**src/rtl/uart_rx_ctrl.sv**
```systemverilog
// uart_rx_ctrl: receive-side UART controller with byte FIFO, register file and interrupt
module uart_rx_ctrl #(
    parameter int FIFO_DEPTH = 16
) (
    input  logic        clk,
    input  logic        rst_n,
    input  logic        rx_ready_i,
    input  logic [7:0]  rx_data_i,
    output logic        rx_read_en_o,
    input  logic [3:0]  addr_i,
    input  logic        we_i,
    input  logic        re_i,
    input  logic [31:0] wdata_i,
    output logic [31:0] rdata_o,
    output logic        irq_o
);
    localparam int CW = $clog2(FIFO_DEPTH) + 1;
    localparam int PW = CW - 1;

    typedef enum logic [1:0] {IDLE, CAPTURE, SETTLE} state_t;

    state_t        state;
    logic [7:0]    mem [FIFO_DEPTH];
    logic [PW-1:0] wr_ptr, rd_ptr;
    logic [CW-1:0] count;
    logic          ovr, rx_en, irq_en;
    logic [7:0]    thresh;
    logic [1:0]    sel;
    logic          empty, full, pop, push, drop, flush, ovr_clr;
    logic [7:0]    head;
    logic [8:0]    thresh_eff;
    logic [31:0]   rd_val;
    logic          unused_bits;

    assign unused_bits = ^{addr_i[1:0], wdata_i[31:8]};

    // Decode bus strobes, FIFO conditions and the pre-write read value
    always_comb begin
        sel        = addr_i[3:2];
        empty      = count == '0;
        full       = count == CW'(FIFO_DEPTH);
        head       = empty ? 8'h00 : mem[rd_ptr];
        pop        = re_i && sel == 2'd0 && !empty;
        flush      = we_i && sel == 2'd2 && wdata_i[2];
        ovr_clr    = we_i && sel == 2'd1 && wdata_i[2];
        drop       = state == CAPTURE && full && !pop;
        push       = state == CAPTURE && !drop && !flush;
        thresh_eff = {1'b0, thresh == 8'd0 ? 8'd1 : thresh};
        rd_val     = sel == 2'd0 ? {24'h0, head} :
                     sel == 2'd1 ? {8'h0, 8'(count), 13'h0, ovr, full, !empty} :
                     sel == 2'd2 ? {30'h0, irq_en, rx_en} :
                                   {24'h0, thresh};
    end

    // Capture FSM: acknowledge for one cycle, then a guard cycle while ready drops
    always_ff @(posedge clk) begin
        if (!rst_n) begin
            state        <= IDLE;
            rx_read_en_o <= 1'b0;
        end else begin
            state        <= state == IDLE ? ((rx_ready_i && rx_en) ? CAPTURE : IDLE) :
                            state == CAPTURE ? SETTLE : IDLE;
            rx_read_en_o <= state == IDLE && rx_ready_i && rx_en;
        end
    end

    // FIFO storage; the captured byte is written only when it is accepted
    always_ff @(posedge clk) begin
        if (push) mem[wr_ptr] <= rx_data_i;
    end

    // FIFO pointers and occupancy; flush overrides any concurrent push or pop
    always_ff @(posedge clk) begin
        if (!rst_n || flush) begin
            wr_ptr <= '0;
            rd_ptr <= '0;
            count  <= '0;
        end else begin
            if (push) wr_ptr <= wr_ptr + PW'(1);
            if (pop) rd_ptr <= rd_ptr + PW'(1);
            count <= count + CW'(push) - CW'(pop);
        end
    end

    // Control/status registers, registered read data and interrupt level
    always_ff @(posedge clk) begin
        if (!rst_n) begin
            ovr     <= 1'b0;
            rx_en   <= 1'b1;
            irq_en  <= 1'b0;
            thresh  <= 8'd1;
            rdata_o <= 32'h0;
            irq_o   <= 1'b0;
        end else begin
            ovr <= drop | (ovr & ~ovr_clr);
            if (we_i && sel == 2'd2) begin
                rx_en  <= wdata_i[0];
                irq_en <= wdata_i[1];
            end
            if (we_i && sel == 2'd3) thresh <= wdata_i[7:0];
            if (re_i) rdata_o <= rd_val;
            irq_o <= irq_en && ((9'(count) >= thresh_eff) || ovr);
        end
    end
endmodule

```
**config.mk**
```make
export PLATFORM = sky130hd
export DESIGN_NAME = uart_rx_ctrl
export DESIGN_NICKNAME = d
export VERILOG_FILES = /design/src/rtl/uart_rx_ctrl.sv
export SDC_FILE = /design/constraint.sdc
export NUM_CORES = 1
export LEC_CHECK = 0
export BUFFER_PORTS_ARGS = -buffer_cell sky130_fd_sc_hd__buf_2
export CAP_MARGIN = 10
export CORE_AREA = 2 2 123 125
export CTS_BUF_LIST = sky130_fd_sc_hd__clkbuf_4 sky130_fd_sc_hd__clkbuf_8
export DETAILED_ROUTE_END_ITERATION = 10
export DIE_AREA = 0 0 125 127
export HOLD_SLACK_MARGIN = 0.05
export PLACE_DENSITY = 0.81
export SYNTH_ARGS = -nofsm -noshare
export SYNTH_HDL_FRONTEND = slang
export SYNTH_SLANG_ARGS = --single-unit
```
**constraint.sdc**
```tcl
create_clock -name clk -period 4.01 [get_ports clk]
set_clock_uncertainty 0.05 [all_clocks]
set_input_delay 0.6015 -clock clk [delete_from_list [all_inputs] [get_ports clk]]
set_output_delay 0.6015 -clock clk [all_outputs]
set_load 0.05 [all_outputs]
```
Word level (Yosys, flattened, before mapping)
Memory sizes are Yosys's and may differ from the RTL's. A register that Yosys moved wholly into a read port is not among the register bits. Index checks and enable logic that the tools add are counted.

Register bits after elaboration: 60. Bits in writable memories: 128. Input bits: 49. Logic and storage cells: 63. Memories: 1.

$add $sub $neg: 4. $lt $le $gt $ge: 1. Eq/ne operators: 5. Multiplexer cells: 12. Bitwise gates (word level): 3. Reduce and logical (&&, ||, !) cells: 26.

Memory list: mem (words 16, width 8, rd ports 1, clocked after memory_dff 1, write ports 1, line 23) `logic [7:0] mem [FIFO_DEPTH];`.

Operators by type and width (number): $mux W21 (2); $mux W8 (3); $logic_and A1 B1 Y1 (15); $add A4 B1 Y4 const B (2); $ge A5 B8 Y1 (1); $logic_not A8 Y1 (1); $mux W4 (2); $add A5 B1 Y5 (1); $eq A5 B5 Y1 const B (1); $logic_not A1 Y1 (5); $logic_not A5 Y1 (1); $sub A5 B1 Y5 (1); $eq A2 B1 Y1 const B (2); $eq A2 B2 Y1 const B (2); $logic_not A2 Y1 (2); $mux W2 (2); $mux W1 (3); $logic_or A1 B1 Y1 (2); $and A1 B1 Y1 (1); $not A1 Y1 (1); $or A1 B1 Y1 (1).

Depth between registers and ports, before layout
Gate-level depths: netlist of run 1.

Depth after elaboration: 10. Mapped depth: 13. Gate-level depth less buffers: 13.

Least setup slack after synthesis of run 1
OpenSTA, ideal clock, no wires.

Path type: input port to flip-flop. Start: in addr_i[3]. End: reg count[4]. Setup time: 0.070 ns. Arrival time: 3.101 ns. Required time: 3.890 ns. Setup slack: 0.789 ns. Stages: 12. Cell sequence: buf_2 or3b_4 a211oi_4 inv_1 ha_1 inv_1 ha_1 fa_1 a21oi_1 nor2_1 or3_1 a21oi_1.

Cells in the longest elaborated chain, start to end: 10. Elaborated cells on any way between the ends: 15.

Ends and longest elaborated chain: from (decl) (line 10) `input logic [3:0] addr_i,`; $logic_not A2 Y1 (line 43) `pop = re_i && sel == 2'd0 && !empty;`; $logic_and A1 B1 Y1 (2 in a row) (line 43); $logic_not A1 Y1 (line 46) `drop = state == CAPTURE && full && !pop;`; $logic_and A1 B1 Y1 (line 46); $logic_not A1 Y1 (line 47) `push = state == CAPTURE && !drop && !flush;`; $logic_and A1 B1 Y1 (2 in a row) (line 47); $add A5 B1 Y5 (line 81) `count <= count + CW'(push) - CW'(pop);`; $sub A5 B1 Y5 (line 81); to (signal assigned) (line 81); to (decl) (line 25) `logic [CW-1:0] count;`.

Several ways; a longest one is shown, not always the timed one. A chain may end at the register's enable or synchronous reset.

Worst setup path in the final report of run 1
Start: reg count[2]. End: reg count[4].

Cells in the longest elaborated chain, start to end: 10. Elaborated cells on any way between the ends: 12.

Ends and longest elaborated chain: $logic_not A5 Y1 (line 40) `empty = count == '0;`; $logic_not A1 Y1 (line 43); $logic_and A1 B1 Y1 (line 43); $logic_not A1 Y1 (line 46); $logic_and A1 B1 Y1 (line 46); $logic_not A1 Y1 (line 47); $logic_and A1 B1 Y1 (2 in a row) (line 47); $add A5 B1 Y5 (line 81); $sub A5 B1 Y5 * (line 81).

Mark *: on every way between the ends. The rest lies on a longest branch, timed or not.

==> results of run 1 <==
==> logic make-up (layout without fill, tap and decap cells) <==
kind of cell             Yosys count  count (layout)  share of synthesized area
multiplexers                      54              54                      0.131
buffers and inverters             57              91                     0.0408
other                              1              19                   0.000523
AND/OR/NAND/NOR                  112             112                     0.0772
XOR/XNOR                           9               9                     0.0110
flip-flops                       173             173                      0.661
AO/OA/AOI/OAI                     44              44                     0.0476
adder cells (fa/ha/maj)           17              17                     0.0307
==> synth_stat cells (5+ instances only) <==
cell | instances | area [sq um]
mux2i_1 | 22 | 220
xor2_1 | 5 | 43.8
ha_1 | 16 | 200
nor3_1 | 5 | 25.0
buf_2 | 6 | 30.0
inv_1 | 15 | 56.3
buf_4 | 19 | 143
nand2b_1 | 9 | 56.3
a21boi_0 | 12 | 90.1
dfxtp_1 | 45 | 901
nor2_1 | 27 | 101
nor2b_1 | 5 | 31.3
nand2_1 | 38 | 143
mux4_2 | 32 | 721
o211ai_1 | 7 | 52.6
nand3_1 | 8 | 40.0
o221ai_1 | 9 | 78.8
clkbuf_1 | 15 | 56.3
a21oi_1 | 5 | 25.0
edfxtp_1 | 128 | 3840
==> tightest hold or removal path, cell delays in order <==
cell	delay, ps
buf_2	90
nand2_1	40
nand3_1	70
==> registers in the layout, summed over array words and instances (netlist names), named ones only <==
register,flops
irq_o,1
rd_ptr,4
rx_read_en_o,1
ovr,1
thresh,8
count,5
rdata_o,13
rx_en,1
wr_ptr,4
mem,128
state,2
irq_en,1
==> area by class of cell <==
type,instances,share of cell area
well taps,184,0.0290
clock inverters,15,0.0282
repair buffers,44,0.0300
clock buffers,17,0.0295
multi-input cells,255,0.278
flip-flops and latches,173,0.598
inverters,15,0.00709
==> report_power, final <==
part | internal [mW] | total [mW] | switching, mW | leakage (nW)
clock | 0.703 | 1.38 | 0.674 | 0.225
sequential | 1.96 | 2.01 | 0.0471 | 1.52
combinational | 0.148 | 0.400 | 0.252 | 0.937
==> worst min path at each step <==
stage	from	endpoint	slack, ps	cells past startpoint
after global routing	wdata_i[0]	rx_en$_SDFFE_PN1N_	330	3
after detailed placement	irq_en$_SDFFE_PN0N_	irq_o$_SDFF_PN0_	410	2
final	wdata_i[0]	thresh[0]$_SDFFE_PN1P_	320	3
after global placement	irq_en$_SDFFE_PN0N_	irq_o$_SDFF_PN0_	410	2
after floorplan	irq_en$_SDFFE_PN0N_	irq_o$_SDFF_PN0_	370	2
after CTS	wdata_i[0]	thresh[0]$_SDFFE_PN1P_	310	3
==> layer usage <==
| layer | up-vias | routed length (um) | GRT usage |
|---|---|---|---|
| li1 | 1798 | - | - |
| met1 | 1977 | 5690 | 0.230 |
| met2 | 156 | 6790 | 0.295 |
| met3 | 24 | 877 | 0.0415 |
| met4 | 0 | 231 | 0.0562 |
| met5 | - | 0 | 0 |
==> per-stage QoR <==
| stage | power (mW) | hold WS, ps | util |
|---|---|---|---|
| 2_1_floorplan | 2.35 | 374 | - |
| 3_3_place_gp | 2.42 | 411 | 0.518 |
| 3_5_place_dp | 2.45 | 412 | 0.518 |
| 4_1_cts | 3.80 | 306 | 0.550 |
| 5_1_grt | 3.92 | 334 | 0.550 |
| 6_report | 3.79 | 325 | 0.550 |
==> key figures, run 1 <==
Status
  • Outcome: complete, no violations

CTS
  • Post-CTS Hold Buffers: 0
  • Clk slew on worst S/H paths: ~100 ps
  • CTS Buffer Depth: 2
  • Post-CTS Resized: 0
  • Post-CTS Setup Bufs: 0
  • CTS buffer count: 17
  • CTS Sinks: 173
  • Clock Root Buffer: clkbuf_8
  • CTS tree: built
  • CTS H-tree lvls: 4
  • Clock Latency Late Sink: about 460 ps

Logic synthesis
  • Synth Instances: around 470
  • Part of the Yosys area used for sequential elements: 0.661
  • Ys flop type: edfxtp_1
  • Async SR Flop Fraction: 0
  • Flops & latches, synth: roughly 170
  • EDFF count, synth: 128
  • Yosys warns: 0
  • Cell area after synthesis: just over 0.007 sq mm
  • Distinct cells, synth: 46
  • Post-synthesis average cell area: roughly 15 sq um

Drt
  • Vias: a little under 4000
  • Final WL: roughly 14 mm
  • Detailed Routing Iterations Pass 1: 5
  • Vias per std cell: between 5 and 6
  • Number of remaining DRC errors: 0
  • Routed Antenna Nets: 0
  • Routed length per instance: between 15 and 20 um
  • DR iter-0 viols: 419

Die
  • Initial Utilization: 0.498
  • FP Rows: between 40 and 50
  • Die Span X: ~130 um
  • Die ar.: ~0.016 sq mm
  • Die H: around 130 um
  • Core Footprint: 0.0144 sq mm
  • Number of top-level pins: between 80 and 90

Timing
  • Clock period minus final worst setup slack: between 3000 and 4000 ps
  • FMAX: roughly 310 MHz
  • Setup_tns: 0 ps
  • Fin crit share: 0.817
  • Final WS setup: ~740 ps
  • # setup viols final: 0
  • Worst Tran Pin Value: approximately 1100 ps
  • RSZ-0062 raised after global routing: false
  • Final Hold Vio Count: 0
  • Slew margin rel.: 0.277
  • Slew Limit Fails: 0

Setup path
  • Crit path cell chain: inv_1, ha_1, and4bb_2, a211oi_4, inv_1, ha_1, inv_1, ha_1, fa_1, a21oi_1, nor2_1, or3_1, a21oi_1
  • Crit Path Max Fanout: 7
  • WP buf/inv: 3
  • Critical Path Slowest Stage Cell: dfxtp_1
  • Crit start category: flop
  • Crit path required time: between 4000 and 5000 ps
  • Flop2flop setup slack: between 700 and 800 ps
  • Critical Path End: count[4]$_SDFF_PP0_
  • Worst R2R Path Depth: 13
  • Reg2reg start: count[2]$_SDFF_PP0_
  • CP startpoint: count[2]$_SDFF_PP0_
  • Worst R2R End: count[4]$_SDFF_PP0_
  • Worst path arrival time: roughly 3600 ps
  • CP top delay family: adder cells
  • CP Capture Type: flop
  • CP Class: reg -> reg
  • Critical path's largest stage delay: roughly 450 ps
  • Cell depth of the worst setup path: 13

Cells and area
  • Multi-input gate area: 0.00221 sq mm
  • Most frequent cells in the layout: edfxtp_1 (128), dfxtp_1 (43), nand2_1 (38)
  • Fill cells: approximately 1100
  • Register area: ~0.0047 sq mm
  • Fin area: approximately 0.0079 sq mm
  • Most common cell after layout, fill and taps aside: edfxtp_1
  • Share of cells above drive strength 1: 0.222
  • Post-Layout Cell Count: 703
  • ANT cells: 0
  • Final #Nets: about 570
  • Area grow syn2layout: 10.6%

GRT
  • Vias in the first global route: 3940
  • Initial antenna violation count: 0
  • First-pass GRT wire length: around 21 mm
  • Largest net degree at the start of global routing: 34
  • Grt total ovfl: 0
  • Total GRT Usage: 0.176

Run
  • Max_cap viols: 0

Placement
  • Dpl cells: approximately 670
  • Place WS: roughly 430 ps
  • Gpl congestion: roughly 0.84
  • DP HPWL: ~9.2 mm
  • Placed instance area: about 0.0075 sq mm
  • I/O Buffers: 37

Worst hold path
  • Hold Path Class: in -> reg

Pwr
  • Peak supply drop: 279 uV
  • LEAKAGE: around 2.7 nW
  • PwrDens: 477 mW/mm^2
No activity file was read; power rests on OpenSTA's default activity.
==> run 2: changes to the inputs <==
Settings changed: PLACE_DENSITY 0.81 to 0.84.
Clock period 4.01 ns to 2.9 ns, I/O delays scaled along.
==> run 2 against run 1 <==
Against the previous run:
- total power is 37% higher
- register-to-register slack worse by 650 ps
- fmax increased by 16%
- sequential power rose by 38%
- first-iteration DRC count is 19% higher
- critical path type unchanged
- highest routed layer unchanged
==> key figures, run 2 (synthesis results as in run 1) <==
Timing
  • # setup viols final: 0 (unchanged)
  • FMAX: 356 MHz (+16%)
  • Clock period minus final worst setup slack: 2810 ps (-464 ps)
  • Slew Limit Fails: 0 (unchanged)
  • Final WS setup: 88.8 ps (-646 ps)
  • Fin crit share: 0.969 (+0.153)
  • Setup_tns: 0 ps (unchanged)
  • Worst Tran Pin Value: 565 ps (-518 ps)
  • Slew margin rel.: 0.622 (+0.345)
  • Final Hold Vio Count: 0 (unchanged)

Setup path
  • Crit Path Max Fanout: 3 (-4)
  • CP Class: reg -> reg
  • Worst R2R End: count[4]$_SDFF_PP0_
  • Crit start category: flop
  • Reg2reg start: count[2]$_SDFF_PP0_
  • CP Capture Type: flop
  • Worst R2R Path Depth: 13 (unchanged)
  • Flop2flop setup slack: 90 ps (-650 ps)
  • Crit path required time: 3230 ps (-1130 ps)
  • CP startpoint: count[2]$_SDFF_PP0_
  • Worst path arrival time: 3150 ps (-470 ps)

Cells and area
  • ANT cells: 0 (unchanged)
  • Fin area: 0.00814 sq mm (+2.6%)
  • Share of cells above drive strength 1: 0.272 (+0.0508)
  • Post-Layout Cell Count: 731 (+4.0%)
  • Most flop-heavy register: mem
  • Most frequent cells in the layout: edfxtp_1 (128), dfxtp_1 (42), nand2_1 (38)
  • Max FFs per register: 128 (unchanged)
  • Final #Nets: 600 (+4.9%)
  • Area grow syn2layout: 13.4%
  • Top Registers: mem (128), rdata_o (13), thresh (8)
  • Most common cell after layout, fill and taps aside: edfxtp_1

GRT
  • M2 GR Usage: 0.309 (+0.0141)
  • Grt peak-use layer: met2
  • Grt total ovfl: 0 (unchanged)
  • Largest net degree at the start of global routing: 34 (unchanged)
  • First-pass GRT wire length: 22.2 mm (+4.0%)
  • Met1 Resource Use GR: 0.233 (+0.00308)
  • Total GRT Usage: 0.184 (+0.00750)
  • Vias in the first global route: 4122 (+4.6%)
  • Initial antenna violation count: 0 (unchanged)
  • Routing usage on met3: 0.0423 (+0.000838)

Placement
  • Placed instance area: 0.00768 sq mm (+2.7%)
  • Gpl congestion: 0.889 (+5.5%)
  • Place WS: -32.2 ps (-460 ps)
  • DP HPWL: 9.55 mm (+3.9%)
  • I/O Buffers: 37 (unchanged)
  • Dpl cells: 695 (+3.6%)

Drt
  • Number of remaining DRC errors: 0 (unchanged)
  • Detailed Routing Iterations Pass 1: 5 (unchanged)
  • DR iter-0 viols: 499 (+19%)
  • Routed length per instance: 19.1 um (-1.3%)
  • Vias per std cell: 5.54 (-1.6%)
  • Final WL: 13.9 mm (+2.6%)
  • Routed Antenna Nets: 0 (unchanged)
  • Vias: 4047 (+2.3%)

Pwr
  • Logic pwr share: 0.131 (+0.025)
  • Psw: 1.31 mW (+34%)
  • Sequential Power Share: 0.532 (about the same)
  • PwrDens: 639 mW/mm^2 (+34%)
  • LEAKAGE: 2.81 nW (+4.9%)
  • Peak supply drop: 465 uV (+67%)
  • Clock power share: 0.337 (-0.027)
  • Net switching share of the total power: 0.251 (-0.00580)
  • Internal power: 3.89 mW (+38%)
  • Design Power: 5.20 mW (+37%)

Die
  • Die Span X: 125 um (unchanged)
  • Number of top-level pins: 83 (unchanged)
  • Die H: 127 um (unchanged)
  • Initial Utilization: 0.498 (unchanged)
  • FP Rows: 44 (unchanged)
  • Core Footprint: 0.0144 sq mm (unchanged)
  • Die ar.: 0.0159 sq mm (unchanged)

Run
  • Max_cap viols: 0 (unchanged)

Worst hold path
  • Worst Hold Launch: wdata_i[0]
  • Sink of the worst hold path: rx_en$_SDFFE_PN1N_
  • Worst Hold Depth: 3 (unchanged)
  • Hold Path Class: in -> reg

CTS
  • Clock Latency Late Sink: 460 ps (about the same)
  • Clk slew on worst S/H paths: 80 ps (-20 ps)
  • CTS Sinks: 173 (unchanged)
  • CTS H-tree lvls: 4 (unchanged)
  • Clock Root Buffer: clkbuf_8
  • CTS tree: built
  • CTS Buffer Depth: 2 (unchanged)
  • CTS buffer count: 17 (unchanged)

Status
  • Outcome: complete, no violations
[run 2: cell count changes in the layout (fill, tap and decap cells not counted), sizes merged]
cell,delta
inv,-3
clkinvlp,-1
buf,+28
clkbuf,+3
clkinv,+2
bufinv,-1
[run 2: worst max-delay path by stage]
stage | to | depth (start not counted) | slack (ps)
floorplan | count[4]$_SDFF_PP0_ | 12 | -50
global placement | count[4]$_SDFF_PP0_ | 12 | 30
detailed placement | count[4]$_SDFF_PP0_ | 12 | -30
CTS | count[4]$_SDFF_PP0_ | 13 | 70
global route | count[4]$_SDFF_PP0_ | 13 | -20
finish | count[4]$_SDFF_PP0_ | 13 | 90
[run 2: per-stage QoR]
stage,hold slack [ps],util
detailed placement,413,0.532
global placement,408,0.532
floorplan,374,-
CTS,137,0.561
finish,167,0.564
global route,158,0.564
[run 2: routing by layer]
| metal | part of all wire | routed length, um | up-vias |
|---|---|---|---|
| li1 | - | - | 1851 |
| met1 | 0.41 | 5720 | 2026 |
| met2 | 0.51 | 7100 | 141 |
| met3 | 0.058 | 814 | 29 |
| met4 | 0.022 | 313 | 0 |
| met5 | 0 | 0 | - |
[run 2: final cells by class]
type                            count  area [sq um]
Fill cell                        1088          6280
Sequential cell                   173          4750
Multi-Input combinational cell    255          2230
Timing Repair Buffer               72           460
Clock buffer                       20           256
Tap cell                          184           230
Clock inverter                     12           159
Inverter                           15          56.3
[run 2: power by group through the flow]
stage          clock network (mW)  logic, mW  registers (mW)
5_1_grt                      1.88      0.749            2.77
6_report                     1.75      0.679            2.77
3_5_place_dp                    0      0.621            2.82
3_3_place_gp                    0      0.585            2.82
2_1_floorplan                   0      0.406            2.85
4_1_cts                      1.78      0.623            2.76
[run 2: timing repair]
action | CTS | global route
resized for setup | 0 | 6
endpoints found under the setup margin | 0 | 1
setup buffers | 0 | 4
hold buffers | 0 | 0
[run 2: critical path: stages, from the launching register on]
cell	delay, ps
dfxtp_2	340
inv_2	50
ha_4	150
and4bb_2	260
a211oi_4	250
inv_1	60
ha_1	270
inv_1	40
ha_2	170
fa_2	350
a21oi_2	150
nor2_1	70
or3_1	370
a21oi_1	140
